$ cat src/rtl/pipelined_carry_select_adder_if.sv
// Valid/ready stream bundle for pipelined_carry_select_adder.
// The ovf signal exists only when CSA_OVERFLOW_EN is defined.
interface pipelined_carry_select_adder_if #(
    parameter int WIDTH = 32
) ();
    logic             in_valid;
    logic             in_ready;
    logic [WIDTH-1:0] in1;
    logic [WIDTH-1:0] in2;
    logic             cin;
    logic             out_valid;
    logic             out_ready;
    logic [WIDTH-1:0] sum;
    logic             cout;
`ifdef CSA_OVERFLOW_EN
    logic             ovf;

    modport master (
        output in_valid, in1, in2, cin, out_ready,
        input  in_ready, out_valid, sum, cout, ovf
    );
    modport slave (
        input  in_valid, in1, in2, cin, out_ready,
        output in_ready, out_valid, sum, cout, ovf
    );
`else
    modport master (
        output in_valid, in1, in2, cin, out_ready,
        input  in_ready, out_valid, sum, cout
    );
    modport slave (
        input  in_valid, in1, in2, cin, out_ready,
        output in_ready, out_valid, sum, cout
    );
`endif
endinterface

$ cat src/rtl/pipelined_carry_select_adder.sv
// Parametrised pipelined carry-select adder with a single global advance for backpressure.
// Optional signed-overflow output is enabled by defining CSA_OVERFLOW_EN.
module pipelined_carry_select_adder #(
    parameter int WIDTH  = 32,
    parameter int BLOCK  = 4,
    parameter int STAGES = 2
) (
    input  logic clk,
    input  logic rst,
    pipelined_carry_select_adder_if.slave io_bus
);

    localparam int NBLK = WIDTH / BLOCK;
    localparam int BPS  = (NBLK + STAGES - 1) / STAGES;

    logic [WIDTH-1:0] r_a   [STAGES];
    logic [WIDTH-1:0] r_b   [STAGES];
    logic [WIDTH-1:0] r_sum [STAGES];
    logic             r_c   [STAGES];
    logic             r_v   [STAGES];

    logic [WIDTH-1:0] w_st_a   [STAGES];
    logic [WIDTH-1:0] w_st_b   [STAGES];
    logic [WIDTH-1:0] w_st_sum [STAGES];
    logic             w_st_c   [STAGES];
    logic             w_st_v   [STAGES];
    logic [WIDTH-1:0] w_nsum   [STAGES];
    logic             w_nc     [STAGES];
    logic [BLOCK:0]   w_r0;
    logic [BLOCK:0]   w_r1;
    logic             w_adv;

    assign w_adv            = !r_v[STAGES-1] || io_bus.out_ready;
    assign io_bus.in_ready  = w_adv;
    assign io_bus.out_valid = r_v[STAGES-1];
    assign io_bus.sum       = r_sum[STAGES-1];
    assign io_bus.cout      = r_c[STAGES-1];

    // Stage s consumes the previous stage's registers; stage 0 sees the input beat.
    always_comb begin
        w_st_a[0]   = io_bus.in1;
        w_st_b[0]   = io_bus.in2;
        w_st_sum[0] = '0;
        w_st_c[0]   = io_bus.cin;
        w_st_v[0]   = io_bus.in_valid;
        for (int s = 1; s < STAGES; s++) begin
            w_st_a[s]   = r_a[s-1];
            w_st_b[s]   = r_b[s-1];
            w_st_sum[s] = r_sum[s-1];
            w_st_c[s]   = r_c[s-1];
            w_st_v[s]   = r_v[s-1];
        end
    end

    // Block j belongs to stage j/BPS; block 0 ripples cin, later blocks select on the block carry.
    always_comb begin
        w_r0 = '0;
        w_r1 = '0;
        for (int s = 0; s < STAGES; s++) begin
            w_nsum[s] = w_st_sum[s];
            w_nc[s]   = w_st_c[s];
            for (int j = 0; j < NBLK; j++) begin
                if (j / BPS == s) begin
                    w_r0 = {1'b0, w_st_a[s][j*BLOCK +: BLOCK]} + {1'b0, w_st_b[s][j*BLOCK +: BLOCK]};
                    if (j == 0) begin
                        {w_nc[s], w_nsum[s][j*BLOCK +: BLOCK]} = w_r0 + {{BLOCK{1'b0}}, w_nc[s]};
                    end else begin
                        w_r1 = w_r0 + {{BLOCK{1'b0}}, 1'b1};
                        {w_nc[s], w_nsum[s][j*BLOCK +: BLOCK]} = w_nc[s] ? w_r1 : w_r0;
                    end
                end
            end
        end
    end

    always_ff @(posedge clk or posedge rst) begin
        if (rst) begin
            for (int s = 0; s < STAGES; s++) begin
                r_v[s]   <= 1'b0;
                r_a[s]   <= '0;
                r_b[s]   <= '0;
                r_sum[s] <= '0;
                r_c[s]   <= 1'b0;
            end
        end else if (w_adv) begin
            for (int s = 0; s < STAGES; s++) begin
                r_v[s]   <= w_st_v[s];
                r_a[s]   <= w_st_a[s];
                r_b[s]   <= w_st_b[s];
                r_sum[s] <= w_nsum[s];
                r_c[s]   <= w_nc[s];
            end
        end
    end

`ifdef CSA_OVERFLOW_EN
    logic r_ovf;
    logic w_ovf_n;

    // Carry into the MSB is recovered from the MSB operand bits and the MSB sum bit.
    assign w_ovf_n = w_st_a[STAGES-1][WIDTH-1] ^ w_st_b[STAGES-1][WIDTH-1]
                   ^ w_nsum[STAGES-1][WIDTH-1] ^ w_nc[STAGES-1];

    always_ff @(posedge clk or posedge rst) begin
        if (rst) begin
            r_ovf <= 1'b0;
        end else if (w_adv) begin
            r_ovf <= w_ovf_n;
        end
    end

    assign io_bus.ovf = r_ovf;
`endif

endmodule

$ cat src/flat_wrapper.sv
// flat-port wrapper written by rule: the top's interface ports become plain ports
module pipelined_carry_select_adder_flat 
#(
    parameter int WIDTH  = 32,
    parameter int BLOCK  = 4,
    parameter int STAGES = 2
)
  (clk, rst, io_bus_in_valid, io_bus_in1, io_bus_in2, io_bus_cin, io_bus_out_ready, io_bus_in_ready, io_bus_out_valid, io_bus_sum, io_bus_cout);
  pipelined_carry_select_adder_if #(.WIDTH(WIDTH)) io_bus_i ();
  input  logic clk;
  input  logic rst;
  input wire logic [$bits(io_bus_i.in_valid)-1:0] io_bus_in_valid;
  input wire logic [$bits(io_bus_i.in1)-1:0] io_bus_in1;
  input wire logic [$bits(io_bus_i.in2)-1:0] io_bus_in2;
  input wire logic [$bits(io_bus_i.cin)-1:0] io_bus_cin;
  input wire logic [$bits(io_bus_i.out_ready)-1:0] io_bus_out_ready;
  output wire logic [$bits(io_bus_i.in_ready)-1:0] io_bus_in_ready;
  output wire logic [$bits(io_bus_i.out_valid)-1:0] io_bus_out_valid;
  output wire logic [$bits(io_bus_i.sum)-1:0] io_bus_sum;
  output wire logic [$bits(io_bus_i.cout)-1:0] io_bus_cout;
  assign io_bus_i.in_valid = io_bus_in_valid;
  assign io_bus_i.in1 = io_bus_in1;
  assign io_bus_i.in2 = io_bus_in2;
  assign io_bus_i.cin = io_bus_cin;
  assign io_bus_i.out_ready = io_bus_out_ready;
  assign io_bus_in_ready = io_bus_i.in_ready;
  assign io_bus_out_valid = io_bus_i.out_valid;
  assign io_bus_sum = io_bus_i.sum;
  assign io_bus_cout = io_bus_i.cout;
  pipelined_carry_select_adder #(.WIDTH(WIDTH), .BLOCK(BLOCK), .STAGES(STAGES)) u_core (.clk(clk), .rst(rst), .io_bus(io_bus_i));
endmodule
$ cat config.mk
export PLATFORM = sky130hd
export DESIGN_NAME = pipelined_carry_select_adder_flat
export DESIGN_NICKNAME = d
export VERILOG_FILES = /design/src/rtl/pipelined_carry_select_adder_if.sv /design/src/rtl/pipelined_carry_select_adder.sv /design/src/flat_wrapper.sv
export SDC_FILE = /design/constraint.sdc
export NUM_CORES = 1
export LEC_CHECK = 0
export CAP_MARGIN = 25
export CORE_MARGIN = 1
export CORE_UTILIZATION = 45
export DETAILED_ROUTE_END_ITERATION = 12
export PLACE_DENSITY_LB_ADDON = 0.12
export SLEW_MARGIN = 40
export SYNTH_ARGS = -nofsm -noshare
export SYNTH_HDL_FRONTEND = slang
export SYNTH_SLANG_ARGS = --single-unit
$ cat constraint.sdc
create_clock -name clk -period 2.7 [get_ports clk]
set_input_delay 0.27 -clock clk [delete_from_list [all_inputs] [get_ports clk]]
set_output_delay 0.27 -clock clk [all_outputs]
set_load 0.005 [all_outputs]
==> flow_summary.yaml <==
worst_setup_path:
  critPathMaxFanout: 8
  critPathCapture: "u_core.io_bus.cout"
  r2r-start: "u_core.r_b[48]"
  cp-start-kind: "flip-flop"
  rr_endpoint: "u_core.io_bus.cout"
  r2r_setup_slack_ns: -0.28
  criticalPathCategory: "reg2reg"
  crit_start: "u_core.r_b[48]"
  endpoint_kind: "flip-flop"
  critPathRequiredTime_ns: 2.94
  crit_arrival_ns: 3.22
  slowest_delay_ns: 0.54
  slowest_stage: "fa_1"
  cp_cell_sequence: "ha_2, fa_1, ha_2, nand2_2, nor3_4, a32oi_2, a211oi_2, mux2_4, xnor2_4, and3_1, a211oi_2"
  r2r_cells: 11
sta:
  timing.final.ws_setup_ns: -0.282
  maxSlewViolCount: 0
  period_share_pct: 110
  final-setup-viol-count: 9
  clock_skew_ns: 0.00923
  timing.fmax_mhz: 335
  rsz0062_at_grt: "yes"
  post-route-min-period_ns: 2.98
  timing.hold.ws_ns: 0.0996
  max_slew.worst_pin.slew_ns: 0.662
  relSlewSlack_pct: 55.9
  finalHoldViolCount: 0
floorplan:
  core-area_um2: 10900
  io-pin-count: 104
  rows: 38
  dieHeight_um: 108
  die_area_um2: 11600
  start_util_pct: 46.3
  die_x_um: 108
final_layout:
  syn2layout_area_growth_pct: 29.2
  fill_cells: 1014
  drive_gt1_share_pct: 10.5
  final_cells: 807
  diodes: 0
  layout.nets: 778
detailed_routing:
  first_iter_violations: 142
  wl_per_cell_um: 12.4
  detailroute.via_count: 3922
  wl_mm: 10.0
  drc: 0
  vias_per_cell: 4.86
  ant_nets: 0
  first_pass_iters: 4
grt:
  grt_use_total_pct: 18.6
  overflow: 0
  antenna_found_initial: 0
  grt_pass1_wl_mm: 17.1
  grt_max_degree: 82
  grt_pass1_vias: 3885
logic_synthesis:
  synthesis.area_um2: 5040
  synth_most_common_cell: "nand2_1"
  synth_nets: 687
  synth_cells: 571
  synth_edf_count: 0
  ys_warn_count: 0
  yosys_most_used_dff: "dfrtp_1"
  yosysTopAreaCell: "dfrtp_1"
  yosys-top-cells-area: "dfrtp_1, nand2_1, ha_1"
  yosysSeqAreaShare_pct: 41.7
  synth_cell_type_count: 43
  ys_top_cells_by_count: "nand2_1, dfrtp_1, ha_1"
  avgSynthCellArea_um2: 8.83
  async_reset_ff_share_pct: 100
  synth-seq-cells: 84
  synth_top_area_share_pct: 41.7
cts:
  numClockSinks: 84
  clk_latency_ns: 0.35
  cts_buffer_depth: 2
  root_buffer: "clkbuf_8"
  numCtsBuffers: 9
  clk_pin_slew_ns: 0.08
  cts_max_level: 3
  cts_tree: "built"
power_and_ir_drop:
  p_leak_nw: 3.16
  ir_worst_vdd_mv: 0.302
  power_density_nw_per_um2: 719
  p_total_mw: 4.68
min_path:
  min_path_type: "in2async"
outcome:
  status: "finished with violations"
  violations: "negative setup slack"
placed_design:
  hpwl_mm: 7.38
  pre_cts_ws_ns: -0.459
  routabilityCongestion: 0.756
  numPortBuffers: 103
  dp.cells: 786
job:
  drv_cap: 0
worst max-delay path, delay by kind of cell (launching register included):
kind | cells | cell delay, ns
AO/OA/AOI/OAI | 3 | 0.50
flip-flops | 1 | 0.39
adder cells (fa/ha/maj) | 3 | 0.93
XOR/XNOR | 1 | 0.25
AND/OR/NAND/NOR | 3 | 0.44
multiplexers | 1 | 0.37
through the flow:
stage	instance area (um^2)	setup TNS (ns)	utilization, %
2_1_floorplan	5050	-0.405	-
3_3_place_gp	6170	-3.50	56.6
3_5_place_dp	6170	-4.85	56.6
4_1_cts	6440	-1.72	59.2
5_1_grt	6520	-2.83	59.8
6_report	6520	-1.34	59.8
logic make-up after synthesis:
| kind of cell | synth area share (%) |
|---|---|
| multiplexers | 0.719 |
| XOR/XNOR | 6.62 |
| adder cells (fa/ha/maj) | 13.0 |
| AND/OR/NAND/NOR | 19.2 |
| AO/OA/AOI/OAI | 9.65 |
| buffers and inverters | 9.15 |
| flip-flops | 41.7 |
worst min path at each step:
stage,to,start,slack [ns]
finish,u_core.r_sum[40],rst,0.1
global route,u_core.io_bus.sum[8],rst,0.12
CTS,u_core.io_bus.sum[8],rst,0.09
detailed placement,u_core.r_v[1],u_core.r_v[1],0.45
global placement,u_core.r_v[1],u_core.r_v[1],0.44
floorplan,u_core.r_v[1],io_bus_in_valid,0.38
metal layers:
metal | wire length, um | part of all wire (%) | vias to the layer above | global-route usage [%]
met3 | 491 | 4.9 | 14 | 3.87
met1 | 4550 | 45 | 1834 | 23.4
li1 | - | - | 1997 | -
met5 | 0 | 0 | - | 0
met2 | 4820 | 48 | 77 | 31.3
met4 | 153 | 1.5 | 0 | 7.05
registers in the layout, summed over array words and instances, names as in the netlist:
name	flops
u_core.r_v	1
u_core.io_bus.cout	1
u_core.io_bus.sum	32
u_core.r_a	16
u_core.r_sum	16
u_core.io_bus.out_valid	1
u_core.r_c	1
u_core.r_b	16
placed cells by master, fill, tap and decap left out, types with 3 or more instances in the layout:
master / n
bufinv_16: 3
a21o_1: 12
nor2_1: 24
clkinv_2: 3
xnor2_4: 3
o21ai_0: 22
nand4_1: 8
a21oi_1: 29
nor3_1: 4
clkbuf_8: 9
dfrtp_1: 84
and3_1: 3
fa_1: 7
nand2_1: 162
xor2_1: 18
buf_4: 27
nor2b_1: 5
xnor2_1: 14
inv_1: 32
nand2b_1: 3
ha_1: 36
a31oi_1: 4
inv_2: 4
dlymetal6s2s_1: 3
o21ai_1: 4
nand3_1: 4
clkdlybuf4s50_1: 100
final cells by class:
| type | instances | area, um^2 | area share, % |
|---|---|---|---|
| Clock buffer | 11 | 131 | 2.02 |
| Inverter | 37 | 140 | 2.15 |
| Timing Repair Buffer | 134 | 1300 | 20.0 |
| Sequential cell | 84 | 2100 | 32.3 |
| Clock inverter | 5 | 100 | 1.54 |
| Multi-Input combinational cell | 396 | 2560 | 39.3 |
| Tap cell | 140 | 175 | 2.69 |
where the power goes:
part / leakage (nW) / internal [mW] / switching [mW] / total [mW]
registers: 0.996 / 1.58 / 0.190 / 1.77
logic: 2.05 / 1.02 / 0.832 / 1.85
clock network: 0.117 / 0.613 / 0.448 / 1.06
total: 3.16 / 3.21 / 1.47 / 4.68
timing repair:
item	4_1_cts	5_1_grt
pin swaps	7	13
gates resized for setup	10	14
hold buffers	0	0
setup buffers	1	4
setup endpoints to repair	13	15
Power figures use the tool's default switching activity.
